--- src/rtl/memory_stage.sv ---
// Memory stage for a dual-issue pipeline: serialises up to two data-bus accesses
// (slot 0 first, then slot 1) and registers both slots into MEM/WB.
package memory_stage_pkg;

    typedef struct packed {
        logic        valid;
        logic [31:0] pc;
        logic [4:0]  rd_addr;
        logic [4:0]  rd2_addr;
        logic        rd_we;
        logic        rd2_we;
        logic        mem_read;
        logic        mem_write;
        logic [1:0]  mem_size;
        logic [31:0] mem_addr;
        logic [31:0] mem_wdata;
        logic [31:0] alu_result;
        logic        is_halt;
    } ex_mem_t;

    typedef struct packed {
        logic        valid;
        logic [31:0] pc;
        logic [4:0]  rd_addr;
        logic [4:0]  rd2_addr;
        logic        rd_we;
        logic        rd2_we;
        logic [15:0] wb_data;
        logic [15:0] wb_data2;
        logic        is_halt;
    } mem_wb_t;

endpackage

module memory_stage
    import memory_stage_pkg::*;
(
    input  logic        clk,
    input  logic        rst,
    input  ex_mem_t     ex_mem_0,
    input  ex_mem_t     ex_mem_1,
    output logic        mem_stall,
    output logic        bus_req,
    output logic        bus_we,
    output logic [31:0] bus_addr,
    output logic [31:0] bus_wdata,
    output logic [1:0]  bus_size,
    input  logic        bus_ack,
    input  logic [31:0] bus_rdata,
    output mem_wb_t     mem_wb_0,
    output mem_wb_t     mem_wb_1
);

    // Bus handshake: bus_req and all bus fields stay put from the first request
    // cycle until the edge on which bus_ack is sampled high; the transfer
    // completes on that edge and bus_ack is ignored whenever bus_req is low.
    typedef enum logic [1:0] {IDLE, ACC0, ACC1, DONE} state_t;

    state_t      state;
    logic        mem_slot_0;
    logic        mem_slot_1;
    logic        is_load_0;
    logic        is_load_1;
    logic [31:0] ld_data_0;
    logic [31:0] ld_data_1;
    mem_wb_t     wb_next_0;
    mem_wb_t     wb_next_1;

    function automatic logic [31:0] size_mask(input logic [1:0] size, input logic [31:0] d);
        case (size)
            2'b00:   size_mask = {24'h0, d[7:0]};
            2'b01:   size_mask = {16'h0, d[15:0]};
            default: size_mask = d;
        endcase
    endfunction

    // Load registers hold {wb_data2, wb_data} already formatted for writeback.
    function automatic logic [31:0] fmt_load(input logic [1:0] size, input logic [31:0] r);
        case (size)
            2'b00:   fmt_load = {16'h0, 8'h0, r[7:0]};
            2'b01:   fmt_load = {16'h0, r[15:0]};
            default: fmt_load = r;
        endcase
    endfunction

    assign mem_slot_0 = ex_mem_0.valid & (ex_mem_0.mem_read | ex_mem_0.mem_write);
    assign mem_slot_1 = ex_mem_1.valid & (ex_mem_1.mem_read | ex_mem_1.mem_write);
    assign is_load_0  = ex_mem_0.valid & ex_mem_0.mem_read & ~ex_mem_0.mem_write;
    assign is_load_1  = ex_mem_1.valid & ex_mem_1.mem_read & ~ex_mem_1.mem_write;

    assign mem_stall = (state == ACC0) | (state == ACC1)
                     | ((state == IDLE) & (mem_slot_0 | mem_slot_1));

    always_comb begin
        bus_req   = (state == ACC0) | (state == ACC1);
        bus_we    = 1'b0;
        bus_addr  = 32'h0;
        bus_wdata = 32'h0;
        bus_size  = 2'b00;
        if (state == ACC0) begin
            bus_we    = ex_mem_0.mem_write;
            bus_addr  = ex_mem_0.mem_addr;
            bus_wdata = size_mask(ex_mem_0.mem_size, ex_mem_0.mem_wdata);
            bus_size  = ex_mem_0.mem_size;
        end else if (state == ACC1) begin
            bus_we    = ex_mem_1.mem_write;
            bus_addr  = ex_mem_1.mem_addr;
            bus_wdata = size_mask(ex_mem_1.mem_size, ex_mem_1.mem_wdata);
            bus_size  = ex_mem_1.mem_size;
        end
    end

    always_ff @(posedge clk or posedge rst) begin
        if (rst) begin
            state     <= IDLE;
            ld_data_0 <= 32'h0;
            ld_data_1 <= 32'h0;
        end else begin
            case (state)
                IDLE: begin
                    if (mem_slot_0)      state <= ACC0;
                    else if (mem_slot_1) state <= ACC1;
                end
                ACC0: begin
                    if (bus_ack) begin
                        ld_data_0 <= fmt_load(ex_mem_0.mem_size, bus_rdata);
                        state     <= mem_slot_1 ? ACC1 : DONE;
                    end
                end
                ACC1: begin
                    if (bus_ack) begin
                        ld_data_1 <= fmt_load(ex_mem_1.mem_size, bus_rdata);
                        state     <= DONE;
                    end
                end
                default: state <= IDLE;
            endcase
        end
    end

    always_comb begin
        wb_next_0          = '0;
        wb_next_0.valid    = ex_mem_0.valid;
        wb_next_0.pc       = ex_mem_0.pc;
        wb_next_0.rd_addr  = ex_mem_0.rd_addr;
        wb_next_0.rd2_addr = ex_mem_0.rd2_addr;
        wb_next_0.rd_we    = ex_mem_0.rd_we;
        wb_next_0.rd2_we   = ex_mem_0.rd2_we;
        wb_next_0.is_halt  = ex_mem_0.is_halt;
        {wb_next_0.wb_data2, wb_next_0.wb_data} = is_load_0 ? ld_data_0 : ex_mem_0.alu_result;

        wb_next_1          = '0;
        wb_next_1.valid    = ex_mem_1.valid;
        wb_next_1.pc       = ex_mem_1.pc;
        wb_next_1.rd_addr  = ex_mem_1.rd_addr;
        wb_next_1.rd2_addr = ex_mem_1.rd2_addr;
        wb_next_1.rd_we    = ex_mem_1.rd_we;
        wb_next_1.rd2_we   = ex_mem_1.rd2_we;
        wb_next_1.is_halt  = ex_mem_1.is_halt;
        {wb_next_1.wb_data2, wb_next_1.wb_data} = is_load_1 ? ld_data_1 : ex_mem_1.alu_result;
    end

    // While stalled only the valid bits are cleared; the rest is don't-care.
    always_ff @(posedge clk or posedge rst) begin
        if (rst) begin
            mem_wb_0 <= '0;
            mem_wb_1 <= '0;
        end else if (mem_stall) begin
            mem_wb_0.valid <= 1'b0;
            mem_wb_1.valid <= 1'b0;
        end else begin
            mem_wb_0 <= wb_next_0;
            mem_wb_1 <= wb_next_1;
        end
    end

endmodule

--- config.mk ---
export PLATFORM = sky130hd
export DESIGN_NAME = memory_stage
export DESIGN_NICKNAME = d
export VERILOG_FILES = /design/src/rtl/memory_stage.sv
export SDC_FILE = /design/constraint.sdc
export NUM_CORES = 1
export LEC_CHECK = 0
export ABC_CLOCK_PERIOD_IN_PS = 12100
export CORE_AREA = 2 2 215 217
export CTS_BUF_LIST = sky130_fd_sc_hd__clkbuf_16
export DETAILED_ROUTE_END_ITERATION = 12
export DIE_AREA = 0 0 217 219
export GPL_TIMING_DRIVEN = 1
export MAX_ROUTING_LAYER = met4
export PLACE_DENSITY = 0.56
export SLEW_MARGIN = 30
export SYNTH_ARGS = -nofsm -noshare
export SYNTH_HDL_FRONTEND = slang
export SYNTH_SLANG_ARGS = --single-unit
export TNS_END_PERCENT = 20
--- constraint.sdc ---
create_clock -name clk -period 12.1 [get_ports clk]
set_input_delay 2.42 -clock clk [delete_from_list [all_inputs] [get_ports clk]]
set_output_delay 2.42 -clock clk [all_outputs]
set_load 0.02 [all_outputs]
==> run summary, run 1 <==
H-tree Lvls - 1
RSZ-0062 raised after global routing - no
Area of the die - 0.04752 mm^2
Post-DR wirelength/cell - 20.85 um
Layout Utilization - 0.3702
CP max stage delay - 0.64 ns
Final Skew - 0.009044 ns
Core ar. - 0.04509 mm^2
DRT Pass-1 Iters - 4
Post-detailed-routing wire length - 38760 um
Slew margin rel. - 0.4215
CTS tree - built
Critical path origin - ex_mem_1[99]
Tcrit/Tclk final - 0.6151
Filler cells - 4456
Worst vdd ir - 0.2375 mV
Synth area leaders - dfrtp_1, mux2_2, a22o_1
Synth Register Bits - 222
Avg Synthesized Cell Area - 14.12 um^2
FMAX - 134.4 MHz
P per Cell Area - 279.1 mW/mm^2
Net total in the final layout - 1566
Detailed Place HPWL - 29620 um
Hold crit path type - reg2reg
Arrival time worst endpoint - 5.02 ns
Multi-input combinational cell area - 0.003953 mm^2
Detail Route Antenna Nets - 0
Slew Limit Fails - 0
Starting density of the core - 0.2177
Synth cell types - 26
Initial antenna violation count - 2
Synthesis-to-layout area growth - 70.07%
Synthesized cell area - 0.009816 mm^2
Total number of yosys warnings - 0
Die Wd - 217 um
Max stage delay cell, worst path - clkdlybuf4s50_1
Num Clock Sinks - 222
Setup violators final - 0
CTS root buffer - clkbuf_16
Crit Path Max Fanout - 40
Vias - 7946
HP Start - ld_data_1[22]$_DFFE_PP0P_
Clock Latency Late Sink - 0.54 ns
Cts repair resizes - 0
Synth top area share - 0.5660
Crit path kind - in2out
Drt first-iter violations - 341
Crit path required time - 9.68 ns
Worst slew pin tran - 0.8659 ns
Total power - 4.660 mW
Routability-driven placement congestion ratio - 0.8118
Gr ovfl total - 0
Critical R2R Launch - state[0]$_DFFE_PP0P_
Share of layout cells above drive strength 1 - 0.2289
Placement Cell Area - 0.01588 mm^2
# IOs - 552
Worst-path clk slew - 0.06 ns
Register area share after synthesis - 0.5660
TritonCTS Buffers - 27
Place WS - 4.525 ns
Pin count of the biggest net entering global routing - 98
Fin. Hold Viols - 0
FF/Latch Area - 0.005555 mm^2
Status - complete, no violations
CP Capture Type - output port
Die H - 219 um
Post-Synthesis Cells - 695
Synth area leader - dfrtp_1
Row cnt - 78
Syn nets - 1026
CP cell instances - clkdlybuf4s50_1 > o21ai_1 > nand2_1 > a21oi_4 > inv_4 > clkdlybuf4s50_1
Vias per cell - 4.274
Final Cell Area - 0.01669 mm^2
PortBufs - 551
Post-CTS Hold Buffers - 0
Clock Path Buffers - 3
Worst setup margin - 4.657 ns
CP Launch Type - primary input
Setup TNS - 0 ns
Leak Pwr - 6.811 nW
Post-CTS setup buffer count - 0
Number of max-cap violations - 0
Global-route wire length before repair - 55370 um
GRT Util Overall - 0.1596
Number of remaining DRC errors - 0
Vias in the first global route - 8486
CP most frequent cell - clkdlybuf4s50_1
Post-route minimum period - 7.443 ns
==> cells in the mapped netlist, drive strengths merged <==
| cell type | count |
|---|---|
| a21oi | 2 |
| a221oi | 1 |
| a22o | 96 |
| a31oi | 1 |
| and2 | 5 |
| and3 | 1 |
| buf | 25 |
| clkbuf | 26 |
| dfrtp | 222 |
| ha | 4 |
| inv | 4 |
| mux2 | 236 |
| nand2 | 39 |
| nand3b | 2 |
| nor2 | 6 |
| nor2b | 2 |
| o21a | 2 |
| o21ai | 20 |
| or2 | 1 |
==> metal layers <==
| layer | part of all wire | track usage | vias up |
|---|---|---|---|
| met5 | 0 | - | - |
| met4 | 0.022 | 0.04269 | 0 |
| met3 | 0.068 | 0.03326 | 42 |
| met2 | 0.51 | 0.2747 | 342 |
| met1 | 0.40 | 0.1895 | 3929 |
| li1 | - | - | 3633 |
==> layout by cell type, fill, tap and decap left out, types with 2 or more instances in the layout <==
| cell | n |
|---|---|
| clkdlybuf4s50_1 | 551 |
| mux2_2 | 234 |
| dfrtp_1 | 222 |
| a22o_1 | 96 |
| nand2_1 | 38 |
| clkbuf_16 | 27 |
| o21ai_0 | 18 |
| inv_1 | 13 |
| buf_4 | 11 |
| nor2_1 | 6 |
| diode_2 | 5 |
| and2_1 | 5 |
| clkinv_2 | 4 |
| ha_1 | 3 |
| o21ai_1 | 2 |
| nand3b_1 | 2 |
| o21a_1 | 2 |
| mux2_1 | 2 |
| clkinv_1 | 2 |
==> state kept, by name, summed over array words and instances (netlist names) <==
| signal | count |
|---|---|
| ld_data_0 | 32 |
| mem_wb_0 | 78 |
| mem_wb_1 | 78 |
| ld_data_1 | 32 |
| state | 2 |
==> power breakdown <==
| part | switching [mW] | total (mW) | internal [mW] | leakage [nW] |
|---|---|---|---|---|
| sequential | 0.198 | 1.33 | 1.13 | 2.67 |
| clock | 0.320 | 0.744 | 0.423 | 0.433 |
| combinational | 1.24 | 2.59 | 1.35 | 3.71 |
| total | 1.75 | 4.66 | 2.91 | 6.81 |
==> worst max-delay path: cells and delay by family <==
family | cells | cell delay (ns)
compound gates | 2 | 0.85
simple gates | 1 | 0.13
buf+inv | 3 | 1.58
==> stage by stage <==
stage               instances  hold WS (ns)
global placement         1806        0.4598
detailed placement       1806        0.4672
global route             1856        0.4997
finish                   1859        0.4756
CTS                      1854        0.4806
floorplan                 695        0.4460
==> cell families after synthesis <==
| kind of cell | share of synthesized area |
|---|---|
| compound gates | 0.1011 |
| fa+ha+maj | 0.005099 |
| buf+inv | 0.03263 |
| flops | 0.5660 |
| mux | 0.2707 |
| simple gates | 0.02447 |
==> path summary, 6_finish.rpt <==
check | endpoint | slack, ns | cells past startpoint
worst max-delay path | mem_stall | 4.66 | 6
worst min-delay path | ld_data_1[22]$_DFFE_PP0P_ | 0.48 | 2
worst max register to register | ld_data_1[13]$_DFFE_PP0P_ | 9.24 | 6
worst min register to register | ld_data_1[22]$_DFFE_PP0P_ | 0.48 | 2
max in group asynchronous | mem_wb_0[46]$_DFFE_PP0N_ | 8.30 | 3
min in group asynchronous | mem_wb_0[48]$_DFFE_PP0N_ | 2.39 | 2
==> final cells by class <==
class,count,area share
sequential,222,0.3328
inverter,4,0.001499
multi-input combinational,418,0.2368
timing repair buffer,562,0.3353
tap,600,0.04497
antenna,5,0.0007495
clock buffer,27,0.04047
clock inverter,21,0.007420
Note: power is estimated with default switching activity, not from simulation.
==> run 2: changes to the inputs <==
- ABC_CLOCK_PERIOD_IN_PS: 12100 -> 6200
- CORE_AREA: 2 2 215 217 -> 2 2 216 218
- DIE_AREA: 0 0 217 219 -> 0 0 218 220
- PLACE_DENSITY: 0.56 -> 0.58
- clock period: 12.1 -> 6.2 ns (I/O delays scaled with it)
==> run 2 against run 1 <==
Flip-flop and latch count stayed put. Worst setup slack worse by 3.5 ns. Combinational power is 95% higher. Global-route usage is 1.3 points higher. Largest power group unchanged. Sequential share of layout area is 0.16 points lower. First-iteration DRC count is 23% lower. Highest routed layer unchanged. Count of clock-buffer cells in the layout stayed put. Critical path depth stayed put. Utilization is 0.45 points lower. Cell count is 1.1% higher. Die area is 0.92% higher. Register-to-register slack worse by 5.8 ns.
==> run summary, run 2 (synthesized netlist as in run 1, its figures left out) <==
Status - complete, no violations
Global-route wire length before repair - 58440 um
Vias - 8146
Slew Limit Fails - 0
RSZ-0062 raised after global routing - no
Setup TNS - 0 ns
Share of layout cells above drive strength 1 - 0.2295
Filler cells - 4588
Cts repair resizes - 0
TritonCTS Buffers - 26
Pin count of the biggest net entering global routing - 118
Crit Path Max Fanout - 42
Gr ovfl total - 0
Most common cell after layout, fill and taps aside - clkdlybuf4s50_1
Post-CTS Hold Buffers - 0
Post-CTS setup buffer count - 0
Clock Path Buffers - 3
Post-detailed-routing wire length - 42120 um
CP max stage delay - 0.82 ns
Final Skew - 0.008738 ns
FMAX - 197.3 MHz
Place WS - 1.384 ns
Detailed Place HPWL - 32730 um
Routability-driven placement congestion ratio - 0.8857
Detail Route Antenna Nets - 0
CP Capture Type - output port
Hold crit path type - reg2reg
CP Launch Type - register
Total power - 9.077 mW
Placed Instances - 1814
Clock Latency Late Sink - 0.53 ns
Setup violators final - 0
Crit path required time - 4.96 ns
Max stage delay cell, worst path - nor2b_4
R2r worst-path depth - 7
Vias per cell - 4.335
Worst slew pin tran - 0.9406 ns
Hold WS - 0.4929 ns
GRT Util Overall - 0.1721
CTS root buffer - clkbuf_16
P per Cell Area - 541.1 mW/mm^2
DRT Pass-1 Iters - 4
Core ar. - 0.04586 mm^2
Die H - 220 um
Worst-path clk slew - 0.06 ns
Area of the die - 0.04796 mm^2
CP cell instances - inv_1 > ha_1 > nor2b_4 > nor2b_1 > a22o_1 > clkdlybuf4s50_1
Net total in the final layout - 1566
Slew margin rel. - 0.3716
H-tree Lvls - 1
Number of max-cap violations - 0
Highest-count cells in the layout ignoring fill and taps - clkdlybuf4s50_1, mux2_2, dfrtp_1
Post-route minimum period - 5.067 ns
Worst setup margin - 1.133 ns
Vias in the first global route - 8796
Post-route insts no fill - 1879
Crit path kind - reg2out
Tcrit/Tclk final - 0.8173
Initial antenna violation count - 20
Post-DR wirelength/cell - 22.42 um
Num Clock Sinks - 222
Number of remaining DRC errors - 0
PortBufs - 551
Arrival time worst endpoint - 3.83 ns
Die Wd - 218 um
Hold depth - 2
Synthesis-to-layout area growth - 70.90%
Row cnt - 79
Leak Pwr - 6.799 nW
Worst vdd ir - 0.3619 mV
Fin. Hold Viols - 0
Drt first-iter violations - 263
CTS tree - built
Starting density of the core - 0.2140
Top flop regs - mem_wb_0 (78), mem_wb_1 (78)
# IOs - 552
Reg2Reg Setup Slack - 3.40 ns
run 2: worst max-delay path, delay by kind of cell (launching register included):
kind	cells	cell delay [ns]
AND/OR/NAND/NOR	2	1.60
buffers and inverters	2	0.71
flip-flops	1	0.44
adder cells (fa/ha/maj)	1	0.30
AO/OA/AOI/OAI	1	0.24
run 2: final cells by class:
class	count	area, um^2	share of cell area
repair buffers	563	5630	0.3356
flip-flops and latches	222	5555	0.3312
multi-input cells	418	3970	0.2367
well taps	607	759.5	0.04527
clock buffers	27	675.6	0.04028
clock inverters	21	120.1	0.007160
diodes	17	42.54	0.002536
inverters	4	21.27	0.001268
run 2: final timing paths:
| path | start | end |
|---|---|---|
| setup reg to reg | state[0]$_DFFE_PP0P_ | mem_wb_0[53]$_DFFE_PP0N_ |
| max in group asynchronous | rst | ld_data_0[9]$_DFFE_PP0P_ |
| hold / removal | ld_data_1[26]$_DFFE_PP0P_ | ld_data_1[26]$_DFFE_PP0P_ |
| setup / recovery | state[0]$_DFFE_PP0P_ | bus_wdata[15] |
| hold reg to reg | ld_data_1[26]$_DFFE_PP0P_ | ld_data_1[26]$_DFFE_PP0P_ |
| min in group asynchronous | rst | mem_wb_0[65]$_DFFE_PP0N_ |
run 2: where the power goes:
| group | leakage, nW | internal, mW | switching, mW |
|---|---|---|---|
| clock network | 0.404 | 0.825 | 0.623 |
| logic | 3.72 | 2.66 | 2.39 |
| registers | 2.67 | 2.20 | 0.379 |
run 2: stage by stage:
| stage | area, um^2 | utilization |
|---|---|---|
| 2_1_floorplan | 9819 | - |
| 3_3_place_gp | 15900 | 0.3467 |
| 3_5_place_dp | 15930 | 0.3473 |
| 4_1_cts | 16720 | 0.3646 |
| 5_1_grt | 16760 | 0.3655 |
| 6_report | 16770 | 0.3658 |
run 2: layer usage:
| layer | up-vias | track usage | share of wire |
|---|---|---|---|
| met2 | 403 | 0.3109 | 0.53 |
| met5 | - | - | 0 |
| li1 | 3655 | - | - |
| met4 | 0 | 0.07370 | 0.028 |
| met1 | 4021 | 0.1691 | 0.35 |
| met3 | 67 | 0.05576 | 0.088 |
==> run 3: changes to the inputs <==
- ABC_CLOCK_PERIOD_IN_PS: 6200 -> 4800
- CORE_AREA: 2 2 216 218 -> 2 2 217 219
- DIE_AREA: 0 0 218 220 -> 0 0 219 221
- PLACE_DENSITY: 0.58 -> 0.56
- clock period: 6.2 -> 4.8 ns (I/O delays scaled with it)
==> run 3 against run 2 <==
Flip-flop and latch count did not move. Wire length up 2.1%. Clock skew is essentially flat. Count of clock-buffer cells in the layout unchanged. Non-clock buffer count grew 2. Sequential power up 30%. Sequential share of layout area about the same. Worst setup slack got worse by 0.57 ns. Via count is 1.2% lower. Critical path type unchanged. Largest cell class unchanged. Highest routed layer unchanged.
==> run summary, run 3 (synthesized netlist as in run 1, its figures left out) <==
CTS root buffer - clkbuf_16
FMAX - 235.9 MHz
RSZ-0062 raised after global routing - no
DRT Pass-1 Iters - 4
GRT Util Overall - 0.1767
Slew Limit Fails - 0
Worst-path clk slew - 0.06 ns
Metal3 WL - 4003 um
Post-route minimum period - 4.239 ns
Post-CTS setup buffer count - 0
Clock Path Buffers - 3
CP max stage delay - 0.60 ns
PortBufs - 551
Slew margin rel. - 0.4030
Crit path required time - 3.84 ns
Synthesis-to-layout area growth - 70.73%
Wl on met1 - 15020 um
Net total in the final layout - 1568
CP Launch Type - register
H-tree Lvls - 1
Core ar. - 0.04606 mm^2
Detailed Place HPWL - 33110 um
Total power - 11.74 mW
Worst slew pin tran - 0.8956 ns
Leak Pwr - 6.816 nW
Area of the die - 0.04840 mm^2
CP cell instances - inv_1 > ha_2 > buf_4 > and2_1 > a22o_1 > clkdlybuf4s50_1
Number of max-cap violations - 0
Top flop regs - mem_wb_0 (78), mem_wb_1 (78)
Row cnt - 79
Status - complete, no violations
Vias - 8050
Detail Route Antenna Nets - 0
Die H - 221 um
Tcrit/Tclk final - 0.8831
# IOs - 552
TritonCTS Buffers - 26
Final Skew - 0.008269 ns
Crit Path Max Fanout - 32
Pin count of the biggest net entering global routing - 80
Drt first-iter violations - 231
Hold crit path type - reg2reg
DR WL met2 - 22550 um
P per Cell Area - 700.3 mW/mm^2
Worst vdd ir - 0.4108 mV
Setup violators final - 0
Crit path kind - reg2out
Top delay family on crit path - buffers and inverters
Initial antenna violation count - 19
Post-DR wirelength/cell - 22.93 um
Highest-count cells in the layout ignoring fill and taps - clkdlybuf4s50_1, mux2_2, dfrtp_1
Most common cell after layout, fill and taps aside - clkdlybuf4s50_1
CP Capture Type - output port
Uppermost layer routed - met4
Vias per cell - 4.293
Max stage delay cell, worst path - clkdlybuf4s50_1
Gr ovfl total - 0
CTS tree - built
Share of layout cells above drive strength 1 - 0.2321
Number of remaining DRC errors - 0
Post-CTS Hold Buffers - 0
Die Wd - 219 um
Fin. Hold Viols - 0
Starting density of the core - 0.2131
Arrival time worst endpoint - 3.28 ns
Routability-driven placement congestion ratio - 0.9739
WP buf/inv - 3
Cts repair resizes - 0
Num Clock Sinks - 222
Clock Latency Late Sink - 0.54 ns
Post-detailed-routing wire length - 43000 um
Vias in the first global route - 8844
Global-route wire length before repair - 60580 um
Setup TNS - 0 ns
run 3: changes by cell type in the layout (fill, tap and decap cells not counted):
cell	change
diode_2	-3
buf_4	+2
inv_1	+3
ha_4	-1
ha_2	+1
clkinv_1	-7
clkinv_2	+2
inv_6	-1
run 3: layer usage:
layer	vias to the layer above	global-route usage
met5	-	-
met4	0	0.08304
met3	63	0.05924
met2	398	0.3122
met1	3945	0.1729
li1	3644	-
run 3: tightest hold or removal path, stage by stage, from the launching register on:
cell and delay (ns):
dfrtp_1 0.34, nand2_1 0.04, o21ai_0 0.06
run 3: path summary, 6_finish.rpt:
| kind | slack (ns) | start | endpoint | cells after the start |
|---|---|---|---|---|
| max | 0.56 | state[1]$_DFFE_PP0P_ | bus_wdata[27] | 6 |
| min | 0.48 | ld_data_1[22]$_DFFE_PP0P_ | ld_data_1[22]$_DFFE_PP0P_ | 2 |
| max reg2reg | 2.10 | state[0]$_DFFE_PP0P_ | mem_wb_1[54]$_DFFE_PP0N_ | 7 |
| min reg2reg | 0.48 | ld_data_1[22]$_DFFE_PP0P_ | ld_data_1[22]$_DFFE_PP0P_ | 2 |
| max in group asynchronous | 3.02 | rst | mem_wb_1[55]$_DFFE_PP0N_ | 3 |
| min in group asynchronous | 0.88 | rst | mem_wb_1[67]$_DFFE_PP0N_ | 2 |
run 3: through the flow:
| step | setup slack, ns | instance area, um^2 | utilization | instances | hold slack, ns |
|---|---|---|---|---|---|
| 2_1_floorplan | 0.9439 | 9819 | - | 695 | 0.4460 |
| 3_3_place_gp | 0.8778 | 15940 | 0.3460 | 1816 | 0.4606 |
| 3_5_place_dp | 0.8503 | 15940 | 0.3461 | 1816 | 0.4740 |
| 4_1_cts | 0.5196 | 16720 | 0.3631 | 1861 | 0.4874 |
| 5_1_grt | 0.2818 | 16760 | 0.3638 | 1875 | 0.5138 |
| 6_report | 0.5612 | 16760 | 0.3638 | 1875 | 0.4831 |
run 3: cell type report:
| type | instances | area, um^2 |
|---|---|---|
| Inverter | 4 | 21.27 |
| Clock inverter | 18 | 106.4 |
| Timing Repair Buffer | 565 | 5645 |
| Tap cell | 607 | 759.5 |
| Antenna cell | 14 | 35.03 |
| Clock buffer | 27 | 675.6 |
| Multi-Input combinational cell | 418 | 3960 |
| Fill cell | 4581 | 29300 |
| Sequential cell | 222 | 5555 |
run 3: report_power, final:
part / internal [mW] / total [mW] / switching [mW] / leakage (nW)
sequential: 2.85 / 3.35 / 0.505 / 2.67
combinational: 3.43 / 6.53 / 3.10 / 3.73
clock: 1.06 / 1.85 / 0.793 / 0.413
total: 7.34 / 11.7 / 4.40 / 6.82
